--- src/rtl/serial_wide_sub.sv ---
// serial_wide_sub
// ---------------------------------------------------------------------------
// Word-serial wide subtractor. Computes D = A - B for an operand pair of
// N_WORDS x WORD_W bits, streamed least-significant word first. The borrow
// between words is kept in a register, so one word is processed per cycle.
// The result streams out through a single registered output stage. The final
// borrow (A < B) is flagged on the last result word.
//
// Ports
//   clk        : clock, all logic on the rising edge
//   rst        : asynchronous active-high reset
//   clr        : synchronous abort (drops the in-flight operand and clears state)
//   in_valid   : a_word / b_word / in_last are valid
//   in_ready   : the block can accept a word this cycle
//   a_word     : minuend word, LS word first
//   b_word     : subtrahend word, LS word first
//   in_last    : producer's end-of-operand marker (checked, never obeyed)
//   out_valid  : diff_word is valid
//   out_ready  : the consumer accepts diff_word
//   diff_word  : result word
//   out_last   : diff_word is word N_WORDS-1
//   borrow_out : final borrow (1 = A < B); valid with out_last, else 0
//   len_err    : in_last disagreed with the internal word index for this word
//   busy       : an operand is in progress (word index != 0)
// ---------------------------------------------------------------------------
module serial_wide_sub #(
    parameter int WORD_W  = 64,
    parameter int N_WORDS = 64,
    parameter int CNT_W   = (N_WORDS > 1) ? $clog2(N_WORDS) : 1
) (
    input  logic              clk,
    input  logic              rst,
    input  logic              clr,
    input  logic              in_valid,
    output logic              in_ready,
    input  logic [WORD_W-1:0] a_word,
    input  logic [WORD_W-1:0] b_word,
    input  logic              in_last,
    output logic              out_valid,
    input  logic              out_ready,
    output logic [WORD_W-1:0] diff_word,
    output logic              out_last,
    output logic              borrow_out,
    output logic              len_err,
    output logic              busy
);

    // The word index is the state. Index 0 is IDLE and any other value is RUN.
    localparam logic [CNT_W-1:0] IDX_IDLE = '0;
    localparam logic [CNT_W-1:0] IDX_LAST = CNT_W'(N_WORDS - 1);

    logic [CNT_W-1:0]  r_idx;
    logic              r_borrow;
    logic              r_out_valid;
    logic [WORD_W-1:0] r_diff;
    logic              r_out_last;
    logic              r_borrow_out;
    logic              r_len_err;

    logic              w_accept;
    logic              w_at_last;
    logic              w_borrow_in;
    logic [WORD_W:0]   w_t;

    // The output stage is one entry deep. It can take a new word whenever it
    // is empty or is being drained in this same cycle.
    assign in_ready  = !r_out_valid || out_ready;
    assign w_accept  = in_valid && in_ready;
    assign w_at_last = (r_idx == IDX_LAST);

    // Word 0 always starts with no borrow. This way a stale borrow can never
    // leak from one operand into the next, even after an abort.
    assign w_borrow_in = (r_idx == IDX_IDLE) ? 1'b0 : r_borrow;

    // Subtract one bit wider than a word. The top bit is the borrow out of this word.
    assign w_t = {1'b0, a_word} - {1'b0, b_word} - {{WORD_W{1'b0}}, w_borrow_in};

    always_ff @(posedge clk or posedge rst) begin
        if (rst) begin
            r_idx        <= IDX_IDLE;
            r_borrow     <= 1'b0;
            r_out_valid  <= 1'b0;
            r_diff       <= '0;
            r_out_last   <= 1'b0;
            r_borrow_out <= 1'b0;
            r_len_err    <= 1'b0;
        end else if (clr) begin
            // Abort takes priority over accept. The presented word is dropped.
            r_idx        <= IDX_IDLE;
            r_borrow     <= 1'b0;
            r_out_valid  <= 1'b0;
            r_diff       <= '0;
            r_out_last   <= 1'b0;
            r_borrow_out <= 1'b0;
            r_len_err    <= 1'b0;
        end else if (w_accept) begin
            r_out_valid  <= 1'b1;
            r_diff       <= w_t[WORD_W-1:0];
            r_out_last   <= w_at_last;
            r_borrow_out <= w_at_last ? w_t[WORD_W] : 1'b0;
            // in_last is only reported. The sequencing follows the index alone.
            r_len_err    <= (in_last != w_at_last);
            if (w_at_last) begin
                r_idx    <= IDX_IDLE;
                r_borrow <= 1'b0;
            end else begin
                r_idx    <= r_idx + 1'b1;
                r_borrow <= w_t[WORD_W];
            end
        end else if (r_out_valid && out_ready) begin
            // The word drained with nothing new behind it. The data fields keep their values.
            r_out_valid <= 1'b0;
        end
    end

    assign out_valid  = r_out_valid;
    assign diff_word  = r_diff;
    assign out_last   = r_out_last;
    assign borrow_out = r_borrow_out;
    assign len_err    = r_len_err;
    assign busy       = (r_idx != IDX_IDLE);

endmodule

--- config.mk ---
export PLATFORM = sky130hd
export DESIGN_NAME = serial_wide_sub
export DESIGN_NICKNAME = d
export VERILOG_FILES = /design/src/rtl/serial_wide_sub.sv
export SDC_FILE = /design/constraint.sdc
export NUM_CORES = 1
export LEC_CHECK = 0
export ABC_AREA = 1
export BUFFER_PORTS_ARGS = -buffer_cell sky130_fd_sc_hd__buf_4
export CAP_MARGIN = 20
export CORE_ASPECT_RATIO = 0.5
export CORE_UTILIZATION = 45
export DETAILED_ROUTE_END_ITERATION = 6
export GPL_TIMING_DRIVEN = 0
export HOLD_SLACK_MARGIN = 0.15
export PLACE_DENSITY = 0.76
export SLEW_MARGIN = 20
export SYNTH_ARGS = -nofsm -noshare
export SYNTH_HDL_FRONTEND = slang
export SYNTH_SLANG_ARGS = --single-unit
--- constraint.sdc ---
create_clock -name clk -period 4.95 [get_ports clk]
set_clock_uncertainty 0.15 [all_clocks]
set_input_delay 0.99 -clock clk [delete_from_list [all_inputs] [get_ports clk]]
set_output_delay 0.99 -clock clk [all_outputs]
set_load 0.005 [all_outputs]
After elaboration in Yosys (flattened, before gate mapping)
Index checks and enable logic that the tools add are counted.
Storage, ports and cells
  register bits: 75
  input bits: 134
  output and inout port bits: 70
Cells by class
  add/sub/neg operators: 3
  equality and inequality tests: 2
  multiplexer cells: 19
  reduce and logical (&&, ||, !) cells: 8
Operator list (number)
  64-bit two-way mux: 2
  64-bit by 64-bit subtractor with 65-bit output: 1
  65-bit by 1-bit subtractor with 65-bit output: 1
  6-bit two-way mux: 3
  1-bit two-way mux: 14
  6-bit by 1-bit adder with 6-bit output, second input constant: 1
  6-bit == test, second input constant: 1
  6-bit zero test: 1
  6-bit nonzero test: 1
  3-bit nonzero test: 1
  1-bit logical AND: 2
  2-bit nonzero test: 1
  1-bit zero test: 1
  1-bit logical OR: 1
  1-bit != test: 1

Logic depth before layout (Yosys ltp)
Gate-level depths: netlist (run 1).
  depth in word-level cells: 6
  gate-level depth with buffers: 26
  mapped depth without buffers: 26

Least setup slack after synthesis (run 1)
Ideal clock, no wire load.
  path kind: input-to-reg
  from: input a_word[0]
  to: register r_diff[32] (netlist: diff_word[32])
  library setup time: 0.117 ns
  arrival time: 3.249 ns
  data required time: 4.683 ns
  slack: 1.433 ns
  stages on the path: 20
  cell sequence: inv_1 > fa_1 > inv_1 > ha_1 > inv_1 > nand2_1 > fa_1 > inv_1 > nand2_1 > nand2_1 > nand2_2 > nand2_1 > nand2_2 > nand2_1 > nand2_2 > nand2_2 > nand2_2 > or2_1 > nand3_1 > nand2_1
Between the ends
  word-level cells in the longest chain between the ends: 4
RTL lines
  start: declaration: RTL line 36  | input logic [WORD_W-1:0] a_word,
  64-bit by 64-bit subtractor with 65-bit output: RTL line 76  | assign w_t = {1'b0, a_word} - {1'b0, b_word} - {{WORD_W{1'b0}}, w_borrow_in};
  65-bit by 1-bit subtractor with 65-bit output: RTL line 76
  64-bit two-way mux: RTL line 96  | end else if (w_accept) begin
  64-bit two-way mux: RTL line 87  | end else if (clr) begin
  end signal: assignment: RTL line 98  | r_diff <= w_t[WORD_W-1:0];
  end: declaration: RTL line 55  | logic [WORD_W-1:0] r_diff;
Every way passes these cells. The select of a mux whose other input is x is not followed.
A chain may end at the register's enable or synchronous reset.

Worst setup path in the final report (run 1)
  from: register r_idx[0]
  to: register r_borrow_out (netlist: borrow_out)
Between the ends
  word-level cells in the longest chain between the ends: 6
  elaborated cells on any way between the ends: 7
  classes of those cells: 1 x add/sub; 1 x eq/ne; 4 x mux; 1 x reduce/logical
RTL lines
  start: declaration: RTL line 52  | logic [CNT_W-1:0] r_idx;
  start signal: assignment: RTL line 107  | r_idx <= r_idx + 1'b1;
  6-bit zero test: RTL line 73  | assign w_borrow_in = (r_idx == IDX_IDLE) ? 1'b0 : r_borrow;
  1-bit two-way mux: RTL line 73
  65-bit by 1-bit subtractor with 65-bit output: RTL line 76
  1-bit two-way mux *: RTL line 100  | r_borrow_out <= w_at_last ? w_t[WORD_W] : 1'b0;
  1-bit two-way mux *: RTL line 96
  1-bit two-way mux *: RTL line 87
  end signal: assignment: RTL line 100
  end: declaration: RTL line 57  | logic r_borrow_out;
Every way passes the cells marked *; elsewhere a longest branch is shown, timed or not. The select of a mux whose other input is x is not followed.

==> impl_metrics.json, run 1 <==
{
  "timing_max_transition_violations_final": 0,
  "synth_most_common_cell": "sky130_fd_sc_hd__nand2_1",
  "netlist_top_cells_count": "739 x sky130_fd_sc_hd__nand2_1, 522 x sky130_fd_sc_hd__inv_1, 128 x sky130_fd_sc_hd__ha_1, 92 x sky130_fd_sc_hd__nor2_1, 75 x sky130_fd_sc_hd__dfrtp_1",
  "synth_xor_area_share_pct": 0.7543,
  "hp-class": "reg2reg",
  "timing.final.hold_violations": 0,
  "synth-seq-cells": 75,
  "synth_top_flop_cell": "sky130_fd_sc_hd__dfrtp_1",
  "status": "finished, final reports clean",
  "post_cts_buffers": 0,
  "fp.dieArea_mm2": 0.02387,
  "maxClockFrequency_mhz": 261.0,
  "vias": 11090,
  "avgRoutedWirePerCell_um": 13.41,
  "endpoint_kind": "flop",
  "setup-tns-final_ps": 0,
  "cap_violations": 0,
  "drt_pass1_iterations": 5,
  "minimum_setup_slack_after_placement_ps": 929.4,
  "grt_pass1_wl_um": 51450,
  "yosys_warnings": 0,
  "irDropWorstVdd_uv": 164.8,
  "dr.first_iter.drc_count": 790,
  "initial_utilization_pct": 47.06,
  "cts_max_level": 3,
  "synth_top_family_by_area": "simple AND/OR/NAND/NOR gates",
  "ctsResizeCount": 0,
  "required_arrival_time_at_the_worst_endpoint_ps": 5040,
  "r2r_slack_ps": 1120,
  "gp_congestion": 0.9672,
  "antenna_violating_nets_post_route": 0,
  "post-synth-top-area-cell": "sky130_fd_sc_hd__nand2_1",
  "post_synth_mux_area_share_pct": 0,
  "cts_buffers": 9,
  "netlist_instances": 1887,
  "postCtsHoldBufs": 0,
  "dieWidth_um": 217.5,
  "grt_pass1_vias": 10190,
  "yosys-top-cells-area": "sky130_fd_sc_hd__nand2_1 27%, sky130_fd_sc_hd__inv_1 19%, sky130_fd_sc_hd__dfrtp_1 18%, sky130_fd_sc_hd__ha_1 15%, sky130_fd_sc_hd__nor2_1 3.3%",
  "area_of_the_core_mm2": 0.02220,
  "postSynthNetCount": 2151,
  "synth.cell_area_mm2": 0.01045,
  "min_period_ps": 3832,
  "io_buffers": 202,
  "grtUsageTotal_pct": 27.90,
  "leakage_power_of_the_design_nw": 8.407,
  "ctsRootBufferMaster": "sky130_fd_sc_hd__clkbuf_16",
  "final.period_utilization_pct": 77.42,
  "post-synth-top-area-fraction_pct": 26.54,
  "postLayoutSetupSlackWorst_ps": 1118,
  "critPathLaunchType": "flop",
  "path_class": "reg2reg",
  "cts.sinks": 75,
  "vias_per_cell": 4.608,
  "die_h_um": 109.8,
  "cts_max_path_buffers": 2,
  "synth_enable_flop_cells": 0,
  "finalWirelength_um": 32260,
  "grt_antenna_before_repair": 0,
  "layout.filler_cells": 2302,
  "dpl.hpwl_um": 27790,
  "worstSkewPairLatency_ps": 350,
  "tritoncts_clock_tree": "built",
  "yosys.area_share.simple_pct": 39.49,
  "synth_seq_area_share_pct": 17.96,
  "largest_net_degree_at_the_start_of_global_routing": 51,
  "setup_viol": 0,
  "critPathMaxFanout": 4,
  "drive_gt1_share_pct": 15.34,
  "post_synth.cell_area_avg_um2": 5.538,
  "synth_compound_gate_area_share_pct": 5.496,
  "global_route.overflow_total": 0,
  "drcViolationCount": 0,
  "rsz0062_at_grt": "false",
  "tightestPinTransition_ps": 621.8,
  "clk_transition_reported_paths_ps": 60,
  "areaGrowthSynthToFinish_pct": 21.30,
  "antenna_cells": 0,
  "ios": 204,
  "power.density_mw_per_mm2": 236.0,
  "placementRows": 38,
  "cp.arrival_ps": 3920,
  "yosysUniqueCellTypes": 35,
  "nets": 2365,
  "timing.max_slew.rel_slack_pct": 58.55,
  "synth_fa_ha_area_share_pct": 15.71,
  "synth_async_sr_flop_share_pct": 100.0
}
[final timing paths]
check | start | endpoint | cells past startpoint
min in group asynchronous | rst | diff_word[51] | 2
setup / recovery | r_idx[0] | borrow_out | 25
hold reg to reg | diff_word[51] | diff_word[51] | 2
max in group asynchronous | rst | diff_word[17] | 3
setup reg to reg | r_idx[0] | borrow_out | 25
hold / removal | diff_word[51] | diff_word[51] | 2
[flip-flops by register name, indices dropped and copies added, names as in the netlist]
name / cells
borrow_out: 1
diff_word: 64
r_idx: 6
r_borrow: 1
out_valid: 1
out_last: 1
len_err: 1
[through the flow]
step / area (um2) / cells / utilization [%] / hold slack (ps) / power [mW]
after global routing: 12680 / 2406 / 57.09 / 346.0 / 3.236
after global placement: 12340 / 2389 / 55.58 / 314.3 / 2.258
after CTS: 12680 / 2406 / 57.09 / 330.0 / 2.990
after detailed placement: 12370 / 2390 / 55.72 / 314.2 / 2.276
after floorplan: 10450 / 1887 / - / 299.4 / 1.726
final: 12680 / 2406 / 57.09 / 329.2 / 2.992
[worst max-delay path, stage by stage (launching register included)]
cell,delay (ps)
sky130_fd_sc_hd__dfrtp_1,400
sky130_fd_sc_hd__inv_1,110
sky130_fd_sc_hd__ha_1,160
sky130_fd_sc_hd__nand3_1,90
sky130_fd_sc_hd__nand2_1,100
sky130_fd_sc_hd__inv_1,60
sky130_fd_sc_hd__fa_1,500
sky130_fd_sc_hd__inv_1,50
sky130_fd_sc_hd__ha_1,170
sky130_fd_sc_hd__inv_1,50
sky130_fd_sc_hd__nand2_1,110
sky130_fd_sc_hd__fa_1,480
sky130_fd_sc_hd__inv_1,80
sky130_fd_sc_hd__nand2_1,50
sky130_fd_sc_hd__nand2_1,70
sky130_fd_sc_hd__nand2_2,90
sky130_fd_sc_hd__nand2_1,80
sky130_fd_sc_hd__nand2_2,90
sky130_fd_sc_hd__nand2_1,100
sky130_fd_sc_hd__nand2_2,100
sky130_fd_sc_hd__nand2_2,80
sky130_fd_sc_hd__nand2_2,130
sky130_fd_sc_hd__nand2_2,140
sky130_fd_sc_hd__nand3_2,100
sky130_fd_sc_hd__nand3_1,120
sky130_fd_sc_hd__nand2_1,50
[power by group]
group,total (mW),switching [mW],internal [mW],leakage (nW)
combinational,1.56,0.992,0.569,7.27
sequential,0.728,0.0452,0.682,1.00
clock,0.703,0.296,0.407,0.138
[cell families after synthesis]
kind of cell             count (synthesis)
AO/OA/AOI/OAI                          110
XOR/XNOR                                 9
adder cells (fa/ha/maj)                130
buffers and inverters                  571
flip-flops                              75
AND/OR/NAND/NOR                        992
[metal layers]
| layer | GRT usage (%) | vias to the layer above | wire (um) |
|---|---|---|---|
| li1 | - | 5917 | - |
| met1 | 38.87 | 4830 | 15680 |
| met2 | 45.52 | 306 | 13910 |
| met3 | 4.011 | 35 | 2178 |
| met4 | 6.489 | 0 | 487 |
| met5 | 0 | - | 0 |
[cell type report]
| cell class | count | area (um2) | share of cell area, % |
|---|---|---|---|
| Timing Repair Buffer | 203 | 1544 | 12.18 |
| Multi-Input combinational cell | 1241 | 6421 | 50.66 |
| Buffer | 14 | 61.31 | 0.4837 |
| Sequential cell | 75 | 1877 | 14.81 |
| Clock buffer | 11 | 242.7 | 1.915 |
| Tap cell | 300 | 375.4 | 2.961 |
| Inverter | 557 | 2093 | 16.51 |
| Clock inverter | 5 | 61.31 | 0.4837 |
[placed cells by master (no fill, tap or decap), types with 2 or more instances in the layout]
| master | synthesis | routed |
|---|---|---|
| sky130_fd_sc_hd__nand3b_1 | 2 | 2 |
| sky130_fd_sc_hd__nand2_1 | 739 | 739 |
| sky130_fd_sc_hd__buf_2 | 4 | 4 |
| sky130_fd_sc_hd__nand4_1 | 4 | 4 |
| sky130_fd_sc_hd__a21oi_1 | 62 | 62 |
| sky130_fd_sc_hd__clkinv_1 | 13 | 13 |
| sky130_fd_sc_hd__clkbuf_1 | 8 | 9 |
| sky130_fd_sc_hd__xor2_1 | 3 | 3 |
| sky130_fd_sc_hd__nand3_1 | 65 | 65 |
| sky130_fd_sc_hd__nor3_2 | 7 | 7 |
| sky130_fd_sc_hd__xnor2_1 | 6 | 6 |
| sky130_fd_sc_hd__o22ai_1 | 2 | 2 |
| sky130_fd_sc_hd__clkbuf_16 | 0 | 9 |
| sky130_fd_sc_hd__ha_1 | 128 | 128 |
| sky130_fd_sc_hd__buf_4 | 1 | 203 |
| sky130_fd_sc_hd__clkinvlp_4 | 0 | 3 |
| sky130_fd_sc_hd__nand2_2 | 37 | 37 |
| sky130_fd_sc_hd__nor2_4 | 2 | 2 |
| sky130_fd_sc_hd__nor2_2 | 17 | 17 |
| sky130_fd_sc_hd__nor2_1 | 92 | 92 |
| sky130_fd_sc_hd__inv_2 | 22 | 22 |
| sky130_fd_sc_hd__fa_1 | 2 | 2 |
| sky130_fd_sc_hd__o31ai_1 | 4 | 4 |
| sky130_fd_sc_hd__inv_1 | 522 | 521 |
| sky130_fd_sc_hd__nand3_2 | 11 | 11 |
| sky130_fd_sc_hd__nor3_1 | 12 | 12 |
| sky130_fd_sc_hd__o21ai_0 | 31 | 31 |
| sky130_fd_sc_hd__o21ai_1 | 8 | 8 |
| sky130_fd_sc_hd__dfrtp_1 | 75 | 75 |
No activity file was read; power rests on OpenSTA's default activity.
==> run 2: changes to the inputs <==
- clock period: 4.95 -> 3.6 ns (I/O delays scaled with it)
==> run 2 against run 1 <==
  * Global-route usage is 0.067 points higher
  * Via count increased by 1.2%
  * First-iteration DRC count rose by 4.8%
  * Combinational power rose by 42%
  * Sequential share of layout area is 0.28 points lower
  * Flip-flop and latch count unchanged
  * Die area did not move
  * Non-clock buffer count increased by 12
  * Routed wire length increased by 1.2%
  * Largest cell class unchanged
==> impl_metrics.json, run 2 (synthesis gave the netlist of run 1 again) <==
{
  "layout.area.seq_mm2": 0.001877,
  "postLayoutSetupSlackWorst_ps": 119.5,
  "finalWirelength_um": 32640,
  "path_class": "reg2reg",
  "ios": 204,
  "endpoint_kind": "flop",
  "worstSkewPairLatency_ps": 350,
  "dr.first_iter.drc_count": 828,
  "fin_area_mm2": 0.01292,
  "irDropWorstVdd_uv": 226.2,
  "ctsRootBufferMaster": "sky130_fd_sc_hd__clkbuf_16",
  "totalPowerFinal_mw": 4.180,
  "dpl.hpwl_um": 27790,
  "postCtsHoldBufs": 0,
  "internal_power_mw": 2.314,
  "timing.max_slew.rel_slack_pct": 57.54,
  "layout.filler_cells": 2268,
  "maxClockFrequency_mhz": 287.3,
  "swShare_pct": 44.64,
  "dieWidth_um": 217.5,
  "cp.arrival_ps": 3620,
  "clk_transition_reported_paths_ps": 60,
  "leakage_power_of_the_design_nw": 8.510,
  "hp-class": "in2async",
  "cts_max_path_buffers": 2,
  "most-common-layout-cells": "723 x sky130_fd_sc_hd__nand2_1, 516 x sky130_fd_sc_hd__inv_1, 215 x sky130_fd_sc_hd__buf_4, 126 x sky130_fd_sc_hd__ha_1, 92 x sky130_fd_sc_hd__nor2_1",
  "tightestPinTransition_ps": 636.9,
  "drcViolationCount": 0,
  "power.sequential.fraction_pct": 24.0,
  "largest_net_degree_at_the_start_of_global_routing": 51,
  "avgRoutedWirePerCell_um": 13.50,
  "grtUsageTotal_pct": 27.97,
  "areaGrowthSynthToFinish_pct": 23.62,
  "antenna_cells": 0,
  "timing_max_transition_violations_final": 0,
  "fp.dieArea_mm2": 0.02387,
  "fin_util_pct": 58.18,
  "cts_max_level": 3,
  "tritoncts_clock_tree": "built",
  "global_route.overflow_total": 0,
  "gp_congestion": 0.9672,
  "comb_power_share_pct": 52.9,
  "setup_viol": 0,
  "clk_network_pwr_share_pct": 23.1,
  "io_buffers": 202,
  "largest_register_ffs": 64,
  "critPathLaunchType": "flop",
  "die_h_um": 109.8,
  "grt_antenna_before_repair": 0,
  "critPathMaxFanout": 4,
  "grt_pass1_vias": 10240,
  "power.density_mw_per_mm2": 323.6,
  "drt_pass1_iterations": 5,
  "dpl_cell_area_mm2": 0.01237,
  "status": "finished, final reports clean",
  "timing.final.hold_violations": 0,
  "area_of_the_core_mm2": 0.02220,
  "cts.sinks": 75,
  "cap_violations": 0,
  "placementRows": 38,
  "vias_per_cell": 4.639,
  "min_period_ps": 3481,
  "nets": 2377,
  "layout_commonest_cell": "sky130_fd_sc_hd__nand2_1",
  "netSwitchingPower_mw": 1.866,
  "minimum_setup_slack_after_placement_ps": -150.6,
  "cts_buffers": 9,
  "vias": 11220,
  "holdWs_ps": 198.2,
  "drive_gt1_share_pct": 17.19,
  "initial_utilization_pct": 47.06,
  "multiInputGateArea_mm2": 0.006574,
  "grt_pass1_wl_um": 51610,
  "final.period_utilization_pct": 96.68,
  "antenna_violating_nets_post_route": 0,
  "required_arrival_time_at_the_worst_endpoint_ps": 3730
}
-- run 2: cell types whose count changed in the layout (fill, tap and decap cells not counted), sizes merged --
cell,before,now
buf,209,221
-- run 2: worst paths after layout --
| path | slack (ps) | start | end | depth (start not counted) |
|---|---|---|---|---|
| min in group clk | 330 | diff_word[41] | diff_word[41] | 2 |
| hold / removal | 200 | rst | diff_word[51] | 2 |
| setup reg to reg | 120 | r_idx[3] | borrow_out | 25 |
| max in group asynchronous | 2510 | rst | diff_word[17] | 3 |
| setup / recovery | 120 | r_idx[3] | borrow_out | 25 |
| hold reg to reg | 330 | diff_word[41] | diff_word[41] | 2 |
-- run 2: what timing repair did --
item	CTS	global route
pin swaps	2	16
setup buffers	4	8
setup endpoints to repair	11	23
endpoints found under the hold margin	0	0
gates resized for setup	6	37
-- run 2: routing by layer --
layer | share of wire [%] | vias to the layer above | GRT usage, %
met5 | 0 | - | 0
met4 | 1.6 | 0 | 6.489
met3 | 6.3 | 37 | 4.011
met2 | 44 | 324 | 45.68
met1 | 48 | 4913 | 38.94
li1 | - | 5942 | -
-- run 2: layout make-up --
cell class	count	area share, %
tap	300	2.906
clock inverter	5	0.4746
clock buffer	11	1.879
multi-input combinational	1241	50.89
inverter	557	16.20
timing repair buffer	215	12.65
sequential	75	14.53
buffer	14	0.4746
-- run 2: stage by stage --
step                TNS, ps  cells
floorplan                 0   1887
global placement     -18760   2389
detailed placement   -844.4   2390
CTS                       0   2410
global route         -175.2   2418
finish                    0   2418
-- run 2: worst max-delay path, stage by stage (launching register included) --
cell and delay [ps]:
sky130_fd_sc_hd__dfrtp_1 410, sky130_fd_sc_hd__nor3_2 190, sky130_fd_sc_hd__nand3_2 110, sky130_fd_sc_hd__nand2_2 90, sky130_fd_sc_hd__inv_2 40, sky130_fd_sc_hd__fa_1 520
sky130_fd_sc_hd__inv_1 60, sky130_fd_sc_hd__ha_2 160, sky130_fd_sc_hd__inv_2 50, sky130_fd_sc_hd__nand2_2 60, sky130_fd_sc_hd__fa_2 360, sky130_fd_sc_hd__inv_2 60
sky130_fd_sc_hd__nand2_1 40, sky130_fd_sc_hd__nand2_1 80, sky130_fd_sc_hd__nand2_2 100, sky130_fd_sc_hd__nand2_2 100, sky130_fd_sc_hd__nand2_4 80, sky130_fd_sc_hd__nand2_4 90
sky130_fd_sc_hd__nand2_4 70, sky130_fd_sc_hd__nand2_4 100, sky130_fd_sc_hd__nand2_8 90, sky130_fd_sc_hd__nand2_8 100, sky130_fd_sc_hd__nand2_4 50, sky130_fd_sc_hd__nand2_4 100
sky130_fd_sc_hd__nand3_2 70, sky130_fd_sc_hd__nand2_1 70
-- run 2: power by group through the flow --
stage                     Clock, mW  Combinational [mW]  Sequential (mW)
after floorplan                   0                1.36             1.01
after global placement            0                2.09             1.01
after detailed placement          0                2.12             1.01
after CTS                     0.982                2.14             1.00
after global routing           1.01                2.50             1.01
final                         0.967                2.21             1.00
==> run 3: changes to the inputs <==
- CTS_BUF_LIST: default -> sky130_fd_sc_hd__clkbuf_2
==> run 3 against run 2 <==
  * Final cell count rose by 0.25%
  * Fmax fell by 1.5%
  * Utilization fell by 0.68 points
  * Critical endpoint unchanged
==> impl_metrics.json, run 3 (synthesis gave the netlist of run 1 again) <==
{
  "status": "finished, final reports clean",
  "fin_area_mm2": 0.01277,
  "io_buffers": 202,
  "path_class": "reg2reg",
  "critPathMaxFanout": 4,
  "drt_pass1_iterations": 6,
  "cts_max_path_buffers": 2,
  "r2r.worst_path.cells": 25,
  "worstSkewPairLatency_ps": 600,
  "cts.sinks": 75,
  "grt_pass1_wl_um": 51540,
  "initial_utilization_pct": 47.06,
  "vias": 11190,
  "avgRoutedWirePerCell_um": 13.42,
  "setup_viol": 0,
  "number_of_standard_cells_in_the_layout_taps_in_and_fillers_out": 2424,
  "drive_gt1_share_pct": 17.24,
  "cts_buffers": 9,
  "global_route.overflow_total": 0,
  "grtUsageTotal_pct": 27.89,
  "hp-class": "in2reg",
  "antenna_violating_nets_post_route": 0,
  "critPathLaunchType": "flop",
  "largest_register_ffs": 64,
  "layout_commonest_cell": "sky130_fd_sc_hd__nand2_1",
  "dr.first_iter.drc_count": 848,
  "final.period_utilization_pct": 98.13,
  "drcViolationCount": 0,
  "leakage_power_of_the_design_nw": 8.452,
  "endpoint_kind": "flop",
  "placementRows": 38,
  "timing.final.hold_violations": 0,
  "fp.dieArea_mm2": 0.02387,
  "grt_pass1_vias": 10250,
  "dpl.hpwl_um": 27790,
  "cap_violations": 0,
  "dieWidth_um": 217.5,
  "nets": 2382,
  "maxClockFrequency_mhz": 283.1,
  "irDropWorstVdd_uv": 168.2,
  "largest_net_degree_at_the_start_of_global_routing": 51,
  "ios": 204,
  "min_period_ps": 3533,
  "cp.arrival_ps": 3910,
  "vias_per_cell": 4.617,
  "required_arrival_time_at_the_worst_endpoint_ps": 3970,
  "worst_hold_path.num_cells": 4,
  "finalWirelength_um": 32530,
  "tightestPinTransition_ps": 640.8,
  "gp_congestion": 0.9672,
  "cts_max_level": 3,
  "most-common-layout-cells": "725 x sky130_fd_sc_hd__nand2_1, 516 x sky130_fd_sc_hd__inv_1, 217 x sky130_fd_sc_hd__buf_4, 126 x sky130_fd_sc_hd__ha_1, 92 x sky130_fd_sc_hd__nor2_1",
  "tritoncts_clock_tree": "built",
  "power.density_mw_per_mm2": 293.0,
  "grt_antenna_before_repair": 1,
  "area_of_the_core_mm2": 0.02220,
  "areaGrowthSynthToFinish_pct": 22.19,
  "ctsRootBufferMaster": "sky130_fd_sc_hd__clkbuf_2",
  "die_h_um": 109.8,
  "timing.max_slew.rel_slack_pct": 57.28,
  "timing_max_transition_violations_final": 0,
  "clk_transition_reported_paths_ps": 250,
  "place.detailed.instances": 2390,
  "dpl_cell_area_mm2": 0.01237
}
-- run 3: cell count changes in the layout (fill, tap and decap cells not counted), moves of 2 or more --
cell	before	now
sky130_fd_sc_hd__dlygate4sd3_1	0	3
sky130_fd_sc_hd__nand2_1	723	725
sky130_fd_sc_hd__nand2_4	9	7
sky130_fd_sc_hd__nand3_2	14	16
sky130_fd_sc_hd__clkbuf_16	9	0
sky130_fd_sc_hd__clkbuf_2	0	10
sky130_fd_sc_hd__nand3_1	61	59
sky130_fd_sc_hd__buf_4	215	217
-- run 3: path summary, 6_finish.rpt --
kind                            slack [ps]  startpoint             to
worst max-delay path                    70    r_idx[5]     borrow_out
worst min-delay path                   240   out_ready      out_valid
worst max register to register          70    r_idx[5]     borrow_out
worst min register to register         360  borrow_out     borrow_out
max in group asynchronous             2240         rst  diff_word[17]
min in group asynchronous              470         rst  diff_word[51]
-- run 3: metal layers --
layer	GRT usage (%)	share of wire, %	up-vias
met2	45.52	43	308
met4	5.634	1.5	0
met1	38.98	49	4892
li1	-	-	5955
met5	0	0	-
met3	4.288	6.3	37
-- run 3: final cells by class --
cell class / count / area, um2
Buffer: 14 / 61.31
Clock inverter: 6 / 65.06
Antenna cell: 1 / 2.502
Inverter: 557 / 2093
Sequential cell: 75 / 1877
Multi-Input combinational cell: 1241 / 6565
Fill cell: 2291 / 9435
Timing Repair Buffer: 220 / 1679
Clock buffer: 10 / 50.05
Tap cell: 300 / 375.4
-- run 3: through the flow --
stage / utilization [%] / hold slack, ps / setup TNS, ps / worst slack, ps / power, mW
after floorplan: - / 299.4 / 0 / 353.3 / 2.373
after global placement: 55.58 / 314.3 / -18760 / -249.4 / 3.105
after detailed placement: 55.72 / 314.2 / -844.4 / -150.6 / 3.130
after CTS: 56.71 / 208.4 / -3.987 / -3.987 / 3.685
after global routing: 57.51 / 220.9 / -115.2 / -32.24 / 4.077
final: 57.51 / 244.4 / 0 / 67.29 / 3.741
-- run 3: power by group --
part	leakage [nW]	internal (mW)	total, mW	switching [mW]
combinational	7.39	0.821	2.21	1.39
clock	0.0622	0.162	0.530	0.367
sequential	1.00	0.938	1.00	0.0624
total	8.45	1.92	3.74	1.82
-- run 3: what timing repair did --
item / in CTS / in global routing
buffers inserted: 5 / 9
pin swaps: 2 / 14
gates resized for setup: 10 / 30
endpoints found under the setup margin: 11 / 24
hold endpoints to repair: 27 / 0
hold buffers: 3 / 0
-- run 3: worst max-delay path, stage by stage, from the launching register on --
cell                      delay (ps)
sky130_fd_sc_hd__dfrtp_1         460
sky130_fd_sc_hd__nor3_2          220
sky130_fd_sc_hd__nand3_2         120
sky130_fd_sc_hd__nand2_2          90
sky130_fd_sc_hd__inv_2            40
sky130_fd_sc_hd__fa_1            520
sky130_fd_sc_hd__inv_1            60
sky130_fd_sc_hd__ha_2            160
sky130_fd_sc_hd__inv_2            50
sky130_fd_sc_hd__nand2_2          60
sky130_fd_sc_hd__fa_2            360
sky130_fd_sc_hd__inv_2            60
sky130_fd_sc_hd__nand2_1          40
sky130_fd_sc_hd__nand2_1          70
sky130_fd_sc_hd__nand2_2          90
sky130_fd_sc_hd__nand2_2          90
sky130_fd_sc_hd__nand2_4          70
sky130_fd_sc_hd__nand2_4          80
sky130_fd_sc_hd__nand2_4          60
sky130_fd_sc_hd__nand2_4         100
sky130_fd_sc_hd__nand2_8          80
sky130_fd_sc_hd__nand2_4         100
sky130_fd_sc_hd__nand2_2          50
sky130_fd_sc_hd__nand2_2         110
sky130_fd_sc_hd__nand3_2          80
sky130_fd_sc_hd__nand2_1          70
